--- src/rtl/thermocouple_pkg.sv ---
`default_nettype none
// ============================================================================
// Module      : thermocouple_pkg
// Description : Shared types and frame-layout constants for the multi-channel
//               thermocouple scanner.
// Revision    : 1.0 - initial release
// ============================================================================
package thermocouple_pkg;

  // Scanner sequencing states.
  typedef enum logic [2:0] {
    STARTUP = 3'd0,
    REQ     = 3'd1,
    XFER    = 3'd2,
    CAPTURE = 3'd3,
    SETTLE  = 3'd4
  } state_e;

  // Field positions inside the 32-bit converter frame.
  localparam int TC_MSB  = 31;
  localparam int TC_LSB  = 18;
  localparam int FLT_BIT = 16;
  localparam int JT_MSB  = 15;
  localparam int JT_LSB  = 4;

  localparam int TC_W  = TC_MSB - TC_LSB + 1;
  localparam int JT_W  = JT_MSB - JT_LSB + 1;
  localparam int FLT_W = 4;

  // Fault code written into a channel bank when its transfer never completes.
  localparam logic [FLT_W-1:0] TIMEOUT_CODE = 4'b1000;

endpackage : thermocouple_pkg
`default_nettype wire

--- src/rtl/tc_frame_unpack.sv ---
`default_nettype none
// ============================================================================
// Module      : tc_frame_unpack
// Description : Splits one 32-bit converter frame into thermocouple
//               temperature, cold-junction temperature and fault nibble.
// Revision    : 1.0 - initial release
// ============================================================================
module tc_frame_unpack
  import thermocouple_pkg::*;
(
  input  logic [31:0]      frame_i,
  output logic [TC_W-1:0]  tc_o,
  output logic [JT_W-1:0]  junction_o,
  output logic [FLT_W-1:0] fault_o
);

  // Reserved frame bits carry no information for this block.
  logic w_unused;
  assign w_unused = ^{frame_i[17], frame_i[3]};

  // Raw field copies; no sign extension or scaling.
  assign tc_o       = frame_i[TC_MSB:TC_LSB];
  assign junction_o = frame_i[JT_MSB:JT_LSB];
  assign fault_o    = {frame_i[FLT_BIT], frame_i[2:0]};

endmodule : tc_frame_unpack
`default_nettype wire

--- src/rtl/thermocouple_scanner.sv ---
`default_nettype none
// ============================================================================
// Module      : thermocouple_scanner
// Description : Round-robin scanner for NCH thermocouple converters sharing a
//               single SPI master. Keeps per-channel result banks, gates the
//               temperature update on the frame fault flag, and bounds every
//               transfer with a timeout.
// Revision    : 1.0 - initial release
// ============================================================================
module thermocouple_scanner
  import thermocouple_pkg::*;
#(
  parameter int CLK_FREQ    = 800,
  parameter int NCH         = 4,
  parameter int STARTUP_MS  = 3,
  parameter int SETTLE_MS   = 1,
  parameter int TIMEOUT_CYC = 256,
  parameter int CBITS       = 12,
  parameter int CHW         = (NCH > 1) ? $clog2(NCH) : 1
) (
  input  logic                   clk,
  input  logic                   rst,
  input  logic                   enable,
  input  logic                   spi_not_busy,
  input  logic [31:0]            spi_rx_data,
  output logic                   spi_ena,
  output logic [CHW-1:0]         spi_ch_sel,
  output logic [NCH*TC_W-1:0]    tc_temp_data,
  output logic [NCH*JT_W-1:0]    junction_temp_data,
  output logic [NCH*FLT_W-1:0]   fault_bits,
  output logic                   sample_valid,
  output logic [CHW-1:0]         sample_ch,
  output logic                   any_fault,
  output logic                   timeout_err
);

  // Terminal counts; the counter restarts at zero on every state entry, so
  // each phase ends when cnt holds its last value.
  localparam logic [CBITS-1:0] c_startup_last = CBITS'(CLK_FREQ * STARTUP_MS - 1);
  localparam logic [CBITS-1:0] c_settle_last  = CBITS'(CLK_FREQ * SETTLE_MS - 1);
  localparam logic [CBITS-1:0] c_timeout_last = CBITS'(TIMEOUT_CYC - 1);
  localparam logic [CHW-1:0]   c_ch_last      = CHW'(NCH - 1);

  state_e             state_q, state_d;
  logic [CBITS-1:0]   cnt_q, cnt_d;
  logic [CHW-1:0]     ch_q, ch_d;
  logic               spi_ena_q, spi_ena_d;
  logic               sample_valid_q, sample_valid_d;
  logic [CHW-1:0]     sample_ch_q;
  logic               timeout_q, timeout_d;
  logic               w_capture;
  logic               w_timeout;

  logic [NCH-1:0][TC_W-1:0]  tc_q;
  logic [NCH-1:0][JT_W-1:0]  jt_q;
  logic [NCH-1:0][FLT_W-1:0] flt_q;

  logic [TC_W-1:0]  w_tc;
  logic [JT_W-1:0]  w_jt;
  logic [FLT_W-1:0] w_flt;

  tc_frame_unpack u_unpack (
    .frame_i    (spi_rx_data),
    .tc_o       (w_tc),
    .junction_o (w_jt),
    .fault_o    (w_flt)
  );

  // Next-state, counter, channel and strobe decode for the scan sequence.
  always_comb begin
    state_d        = state_q;
    cnt_d          = cnt_q;
    ch_d           = ch_q;
    spi_ena_d      = spi_ena_q;
    sample_valid_d = 1'b0;
    timeout_d      = 1'b0;
    w_capture      = 1'b0;
    w_timeout      = 1'b0;

    case (state_q)
      STARTUP: begin
        if (cnt_q == c_startup_last) begin
          cnt_d   = '0;
          state_d = REQ;
        end else begin
          cnt_d = cnt_q + CBITS'(1);
        end
      end

      REQ: begin
        if (!enable) begin
          // Idle: no request and no timeout accumulation.
          spi_ena_d = 1'b0;
          cnt_d     = '0;
        end else if (!spi_not_busy) begin
          // Master went busy, so the request was accepted.
          spi_ena_d = 1'b0;
          cnt_d     = '0;
          state_d   = XFER;
        end else if (cnt_q == c_timeout_last) begin
          w_timeout = 1'b1;
          timeout_d = 1'b1;
          spi_ena_d = 1'b0;
          cnt_d     = '0;
          state_d   = SETTLE;
        end else begin
          spi_ena_d = 1'b1;
          cnt_d     = cnt_q + CBITS'(1);
        end
      end

      XFER: begin
        spi_ena_d = 1'b0;
        // Completion is tested first so it wins over a coincident timeout.
        if (spi_not_busy) begin
          cnt_d   = '0;
          state_d = CAPTURE;
        end else if (cnt_q == c_timeout_last) begin
          w_timeout = 1'b1;
          timeout_d = 1'b1;
          cnt_d     = '0;
          state_d   = SETTLE;
        end else begin
          cnt_d = cnt_q + CBITS'(1);
        end
      end

      CAPTURE: begin
        w_capture      = 1'b1;
        sample_valid_d = 1'b1;
        cnt_d          = '0;
        state_d        = SETTLE;
      end

      SETTLE: begin
        if (cnt_q == c_settle_last) begin
          cnt_d   = '0;
          ch_d    = (ch_q == c_ch_last) ? '0 : ch_q + CHW'(1);
          state_d = REQ;
        end else begin
          cnt_d = cnt_q + CBITS'(1);
        end
      end

      default: begin
        spi_ena_d = 1'b0;
        cnt_d     = '0;
        state_d   = REQ;
      end
    endcase
  end

  // Sequencer registers and the registered output strobes.
  always_ff @(posedge clk or negedge rst) begin
    if (!rst) begin
      state_q        <= STARTUP;
      cnt_q          <= '0;
      ch_q           <= '0;
      spi_ena_q      <= 1'b0;
      sample_valid_q <= 1'b0;
      sample_ch_q    <= '0;
      timeout_q      <= 1'b0;
    end else begin
      state_q        <= state_d;
      cnt_q          <= cnt_d;
      ch_q           <= ch_d;
      spi_ena_q      <= spi_ena_d;
      sample_valid_q <= sample_valid_d;
      timeout_q      <= timeout_d;
      if (sample_valid_d) begin
        sample_ch_q <= ch_q;
      end
    end
  end

  // Per-channel result banks; temperatures only take frames without the fault flag.
  always_ff @(posedge clk or negedge rst) begin
    if (!rst) begin
      tc_q  <= '0;
      jt_q  <= '0;
      flt_q <= '0;
    end else begin
      for (int k = 0; k < NCH; k++) begin
        if (ch_q == CHW'(k)) begin
          if (w_capture) begin
            flt_q[k] <= w_flt;
            if (!w_flt[FLT_W-1]) begin
              tc_q[k] <= w_tc;
              jt_q[k] <= w_jt;
            end
          end else if (w_timeout) begin
            flt_q[k] <= TIMEOUT_CODE;
          end
        end
      end
    end
  end

  assign spi_ena            = spi_ena_q;
  assign spi_ch_sel         = ch_q;
  assign tc_temp_data       = tc_q;
  assign junction_temp_data = jt_q;
  assign fault_bits         = flt_q;
  assign sample_valid       = sample_valid_q;
  assign sample_ch          = sample_ch_q;
  assign timeout_err        = timeout_q;
  assign any_fault          = |flt_q;

endmodule : thermocouple_scanner
`default_nettype wire
--- config.mk ---
export PLATFORM = sky130hd
export DESIGN_NAME = thermocouple_scanner
export DESIGN_NICKNAME = d
export VERILOG_FILES = /design/src/rtl/thermocouple_pkg.sv /design/src/rtl/tc_frame_unpack.sv /design/src/rtl/thermocouple_scanner.sv
export SDC_FILE = /design/constraint.sdc
export NUM_CORES = 1
export LEC_CHECK = 0
export ABC_AREA = 1
export CORE_MARGIN = 3
export CORE_UTILIZATION = 60
export DETAILED_ROUTE_END_ITERATION = 7
export DONT_BUFFER_PORTS = 1
export HOLD_SLACK_MARGIN = 0.05
export PLACE_DENSITY_LB_ADDON = 0.1
export SETUP_SLACK_MARGIN = 0.4
export SKIP_LAST_GASP = 1
export SYNTH_ARGS = -nofsm -noshare
export SYNTH_HDL_FRONTEND = slang
export SYNTH_SLANG_ARGS = --single-unit
--- constraint.sdc ---
create_clock -name clk -period 1.67 [get_ports clk]
set_input_delay 0.167 -clock clk [delete_from_list [all_inputs] [get_ports clk]]
set_output_delay 0.167 -clock clk [all_outputs]
set_load 0.01 [all_outputs]
==> metrics.md, run 1 <==
| Metric | Value |
|---|---|
| Number of I/O port buffers | `0` |
| CTS Buffer Depth | `2` |
| H-Tree Depth | `4` |
| Syn_area_per_cell | `between 9 and 10 um2` |
| Worst End Pin Type | `top-level output` |
| Final RePlAce weighted congestion | `0.809` |
| Post-synth top area cell | `dfrtp_1` |
| Yosys cell types | `30` |
| Die Y | `approximately 110 um` |
| Post-synthesis sequential area ratio | `60.2%` |
| Row count | `35` |
| Run Error | `[ERROR DPL-0038] Utilization greater than 100%, impossible to legalize` |
| Sink Count | `about 140` |
| Failing step | `global routing` |
| Final HPWL DP | `around 8.3 mm` |
| Cts bufs inserted | `17` |
| Synth top area share | `between 60% and 70%` |
| Root buffer cell | `clkbuf_8` |
| Status | `did not finish` |
| Die width | `~110 um` |
| Num ports | `roughly 160` |
| Starting Density | `a little over three fifths` |
| Post-Syn Nets | `642` |
| Grt repair worst endpoint | `any_fault` |
| Synth Register Bits | `roughly 140` |
| Largest net degree at the start of global routing | `about 140` |
| Post-synthesis cell area | `approximately 5900 um2` |
| Yosys warns | `0` |
| Synth Instances | `between 600 and 700` |
| Synth area leaders | `dfrtp_1, nand2_1, o21ai_1` |
metrics by stage:
step	cell area, um2	worst slack (ps)	setup TNS [ps]	cells
3_3_place_gp	6030	224	0	718
2_1_floorplan	5970	343	0	601
3_5_place_dp	6030	186	0	718
4_1_cts	8480	-13.7	-13.7	839
Yosys cell counts, drive strengths merged:
cell type  instances
nor3               3
o21ai            112
nand4              5
xor2               5
nand2            197
buf               21
ha                 5
nand3             22
nor4               4
xnor2              1
nor2              19
dfrtp            142
a31oi              2
or2                2
inv               60
a21oi              1
kinds of logic after synthesis:
group,share of synthesized area [%]
simple gates,19.6
flops,60.2
compound gates,10.6
buf+inv,7.65
xor+xnor,0.890
fa+ha+maj,1.06
repair_timing:
item	CTS
endpoints found under the setup margin	135
cloned	23
resized for setup	180
pin swaps	15
hold buffers	31
buffers inserted	35
hold endpoints to repair	264
==> run 2, diff against run 1 <==
Settings changed: CORE_UTILIZATION 60 to 40, HOLD_SLACK_MARGIN 0.05 to not set, PLACE_DENSITY_LB_ADDON 0.1 to 0.15, SETUP_SLACK_MARGIN 0.4 to not set.
==> metrics.md, run 2 <==
| Metric | Value |
|---|---|
| Starting Density | `41.7% (-21 points)` |
| Final worst path period need | `1570 ps` |
| Max_cap viols | `0` |
| N_diodes | `0` |
| Worst-margin pin slew | `~360 ps` |
| Maximum fanout along the worst path | `3` |
| RSZ-0062 raised after global routing | `true` |
| Asr flop ratio synth | `100% (unchanged)` |
| Layout area overhead | `18.4%` |
| Count leader, synth | `nand2_1` |
| Final period utilization | `between 90% and 100%` |
| Worst-Skew Late Latency | `410 ps` |
| Clk pin slew, worst setup/hold paths | `about 60 ps` |
| Residual DRC | `0` |
| Num ports | `164 (unchanged)` |
| Fin util | `about 49%` |
| Yosys warns | `0 (unchanged)` |
| Post-synthesis cell area | `5900 um2 (unchanged)` |
| Switch share | `about a fifth` |
| Via count | `between 4,000 and 5,000` |
| Crit path DAT | `~1400 ps` |
| Fin Hold WS | `-551 ps` |
| Routed vias/inst | `between 4 and 5` |
| Post-Syn Nets | `642 (unchanged)` |
| Synth area leaders | `dfrtp_1, nand2_1, o21ai_1` |
| Total gr overflow | `0` |
| Status | `complete, but fails checks` |
| EDFF count, synth | `0 (unchanged)` |
| Final wirelength | `roughly 13 mm` |
| Max FFs per register | `56` |
| Switching power | `approximately 1.4 mW` |
| CTS tree | `done` |
| Min-delay worst type | `input pin to async pin` |
| Final net count | `between 600 and 700` |
| Vias in the first global route | `4,291` |
| Startpoint types | `flop` |
| CORE AREA | `14,100 um2` |
| Die width | `127 um (+21%)` |
| Final RePlAce weighted congestion | `0.784 (-3.1%)` |
| Sequential power share | `between 40% and 50%` |
| Sink Count | `142 (unchanged)` |
| Largest net degree at the start of global routing | `~140` |
| Post-layout instance count excluding filler cells | `839` |
| Final hold vios | `about 140` |
| Static Leakage | `about 3.6 nW` |
| RR Endpoint | `spi_ena$_DFFE_PN0N_` |
| Synth Register Bits | `142 (unchanged)` |
| Die Footprint | `approximately 16,000 um2` |
| Number of I/O port buffers | `0 (unchanged)` |
| H-Tree Depth | `4 (unchanged)` |
| Critical-path cell with the highest stage delay | `dfrtp_1` |
| Die Y | `127 um (+21%)` |
| Top_reg_cell synth | `dfrtp_1` |
| Synth top area share | `60.2% (unchanged)` |
| Post-synth top area cell | `dfrtp_1` |
| Maximum clock rate | `~640 MHz` |
| Hold_buf cts | `30 (-3.2%)` |
| Final HPWL DP | `9.21 mm (+10%)` |
| Antenna Nets Post-Route | `0` |
| Comb power frac | `1.5%` |
| Initial antenna violation count | `0` |
| Number of fill cells in the layout | `1,315` |
| Final setup viols | `0` |
| Final Power | `7.13 mW` |
| R2R cell count | `6` |
| Most frequent cells after synthesis | `nand2_1, dfrtp_1, o21ai_1` |
| Synth Instances | `601 (unchanged)` |
| Required time of the critical path | `~1500 ps` |
| DR iter-0 viols | `250` |
| CP delay by family, top | `simple AND/OR/NAND/NOR gates` |
| Row count | `43 (+23%)` |
| CP Buf/Inv Count | `0` |
| Commonest non-fill, non-tap cell in the layout | `nand2_1` |
| Max stage delay on crit path | `around 450 ps` |
| Max-slew violation count | `0` |
| Crit path capture type | `output port` |
| Total global-route track usage | `roughly 17%` |
| Yosys cell types | `30 (unchanged)` |
| Fraction of layout cells with a size suffix above 1 | `between 10% and 20%` |
| Internal power | `roughly 5.7 mW` |
| Slew HR | `between 70% and 80%` |
| First-pass GRT wire length | `between 20 and 25 mm` |
| Most frequent cells in the layout | `nand2_1, dfrtp_1, o21ai_1, inv_1, dlygate4sd3_1` |
| DR pass1 iterations | `5` |
| Clock Skew | `~5.7 ps` |
| Failing checks | `hold timing` |
| Syn_area_per_cell | `9.82 um2 (unchanged)` |
| PwrDens | `1020 nW/um2` |
| Reg2reg setup slack | `roughly 110 ps` |
| Routed len/inst | `roughly 16 um` |
| Cts bufs inserted | `17 (unchanged)` |
| CTS Buffer Depth | `2 (unchanged)` |
| Post-synthesis sequential area ratio | `60.2% (unchanged)` |
| Clock network power share | `between 50% and 60%` |
| R2R Path Start | `state_q[2]$_DFFE_PN0P_` |
| Max IR drop VDD | `around 0.6 mV` |
| Inst Count DP | `774 (+7.8%)` |
| Crit path cell chain | `nor4_4, nand4_1` |
| Root buffer cell | `clkbuf_16` |
| Crit Path Category | `flop to output port` |
## run 2: cell counts after synthesis
Identical to the previous run, type by type.
## run 2: layout make-up
type | instances | area, um2 | share of cell area [%]
Timing Repair Buffer | 49 | 505 | 7.23
Inverter | 60 | 228 | 3.26
Clock buffer | 23 | 458 | 6.55
Sequential cell | 142 | 3550 | 50.9
Clock inverter | 7 | 90.1 | 1.29
Tap cell | 180 | 225 | 3.22
Multi-Input combinational cell | 378 | 1930 | 27.6
## run 2: worst max path at each step
stage / startpoint / end / slack [ps] / depth (start not counted)
5_1_grt: cnt_q[0]$_DFF_PN0_ / fault_bits[14]$_DFFE_PN0P_ / -10 / 10
4_1_cts: fault_bits[13]$_DFFE_PN0P_ / any_fault / 40 / 2
2_1_floorplan: cnt_q[0]$_DFF_PN0_ / cnt_q[11]$_DFF_PN0_ / 280 / 8
3_3_place_gp: cnt_q[0]$_DFF_PN0_ / cnt_q[9]$_DFF_PN0_ / 130 / 8
6_report: fault_bits[13]$_DFFE_PN0P_ / any_fault / 100 / 2
3_5_place_dp: cnt_q[0]$_DFF_PN0_ / cnt_q[5]$_DFF_PN0_ / 80 / 8
## run 2: power groups by stage
stage	Sequential [mW]	Clock (mW)	Combinational, mW
after floorplan	3.50	0	0.0348
after global placement	3.50	0	0.0459
after detailed placement	3.50	0	0.0484
after CTS	3.44	3.65	0.104
after global routing	3.44	3.82	0.114
final	3.44	3.58	0.104
## run 2: cell families (layout without fill, tap and decap cells)
kind of cell / Yosys count / after routing / synth area share, %
buf+inv: 81 / 139 / 7.65
xor+xnor: 6 / 6 / 0.890
simple gates: 252 / 252 / 19.6
compound gates: 115 / 115 / 10.6
flops: 142 / 142 / 60.2
fa+ha+maj: 5 / 5 / 1.06
## run 2: timing repair
item	in CTS	in global routing
endpoints found under the hold margin	243	142
pin swaps	0	0
buffers inserted	0	5
resized for setup	1	8
setup endpoints to repair	1	14
## run 2: routing by layer
metal | vias to the layer above | share of wire [%] | track usage [%]
li1 | 2023 | - | -
met1 | 1982 | 42 | 21.1
met2 | 130 | 47 | 27.8
met3 | 26 | 8.7 | 7.53
met4 | 0 | 2.2 | 6.75
met5 | - | 0 | 0
## run 2: stage by stage
step / hold slack, ps / cell area, um2 / TNS, ps / setup WS (ps)
floorplan: -129 / 5900 / 0 / 284
global placement: -123 / 6070 / 0 / 129
finish: -551 / 6990 / 0 / 101
detailed placement: -122 / 6070 / 0 / 84.9
global route: -580 / 6990 / -26.3 / -14.7
CTS: -573 / 6930 / 0 / 39.8
No activity file was read; power rests on OpenSTA's default activity.
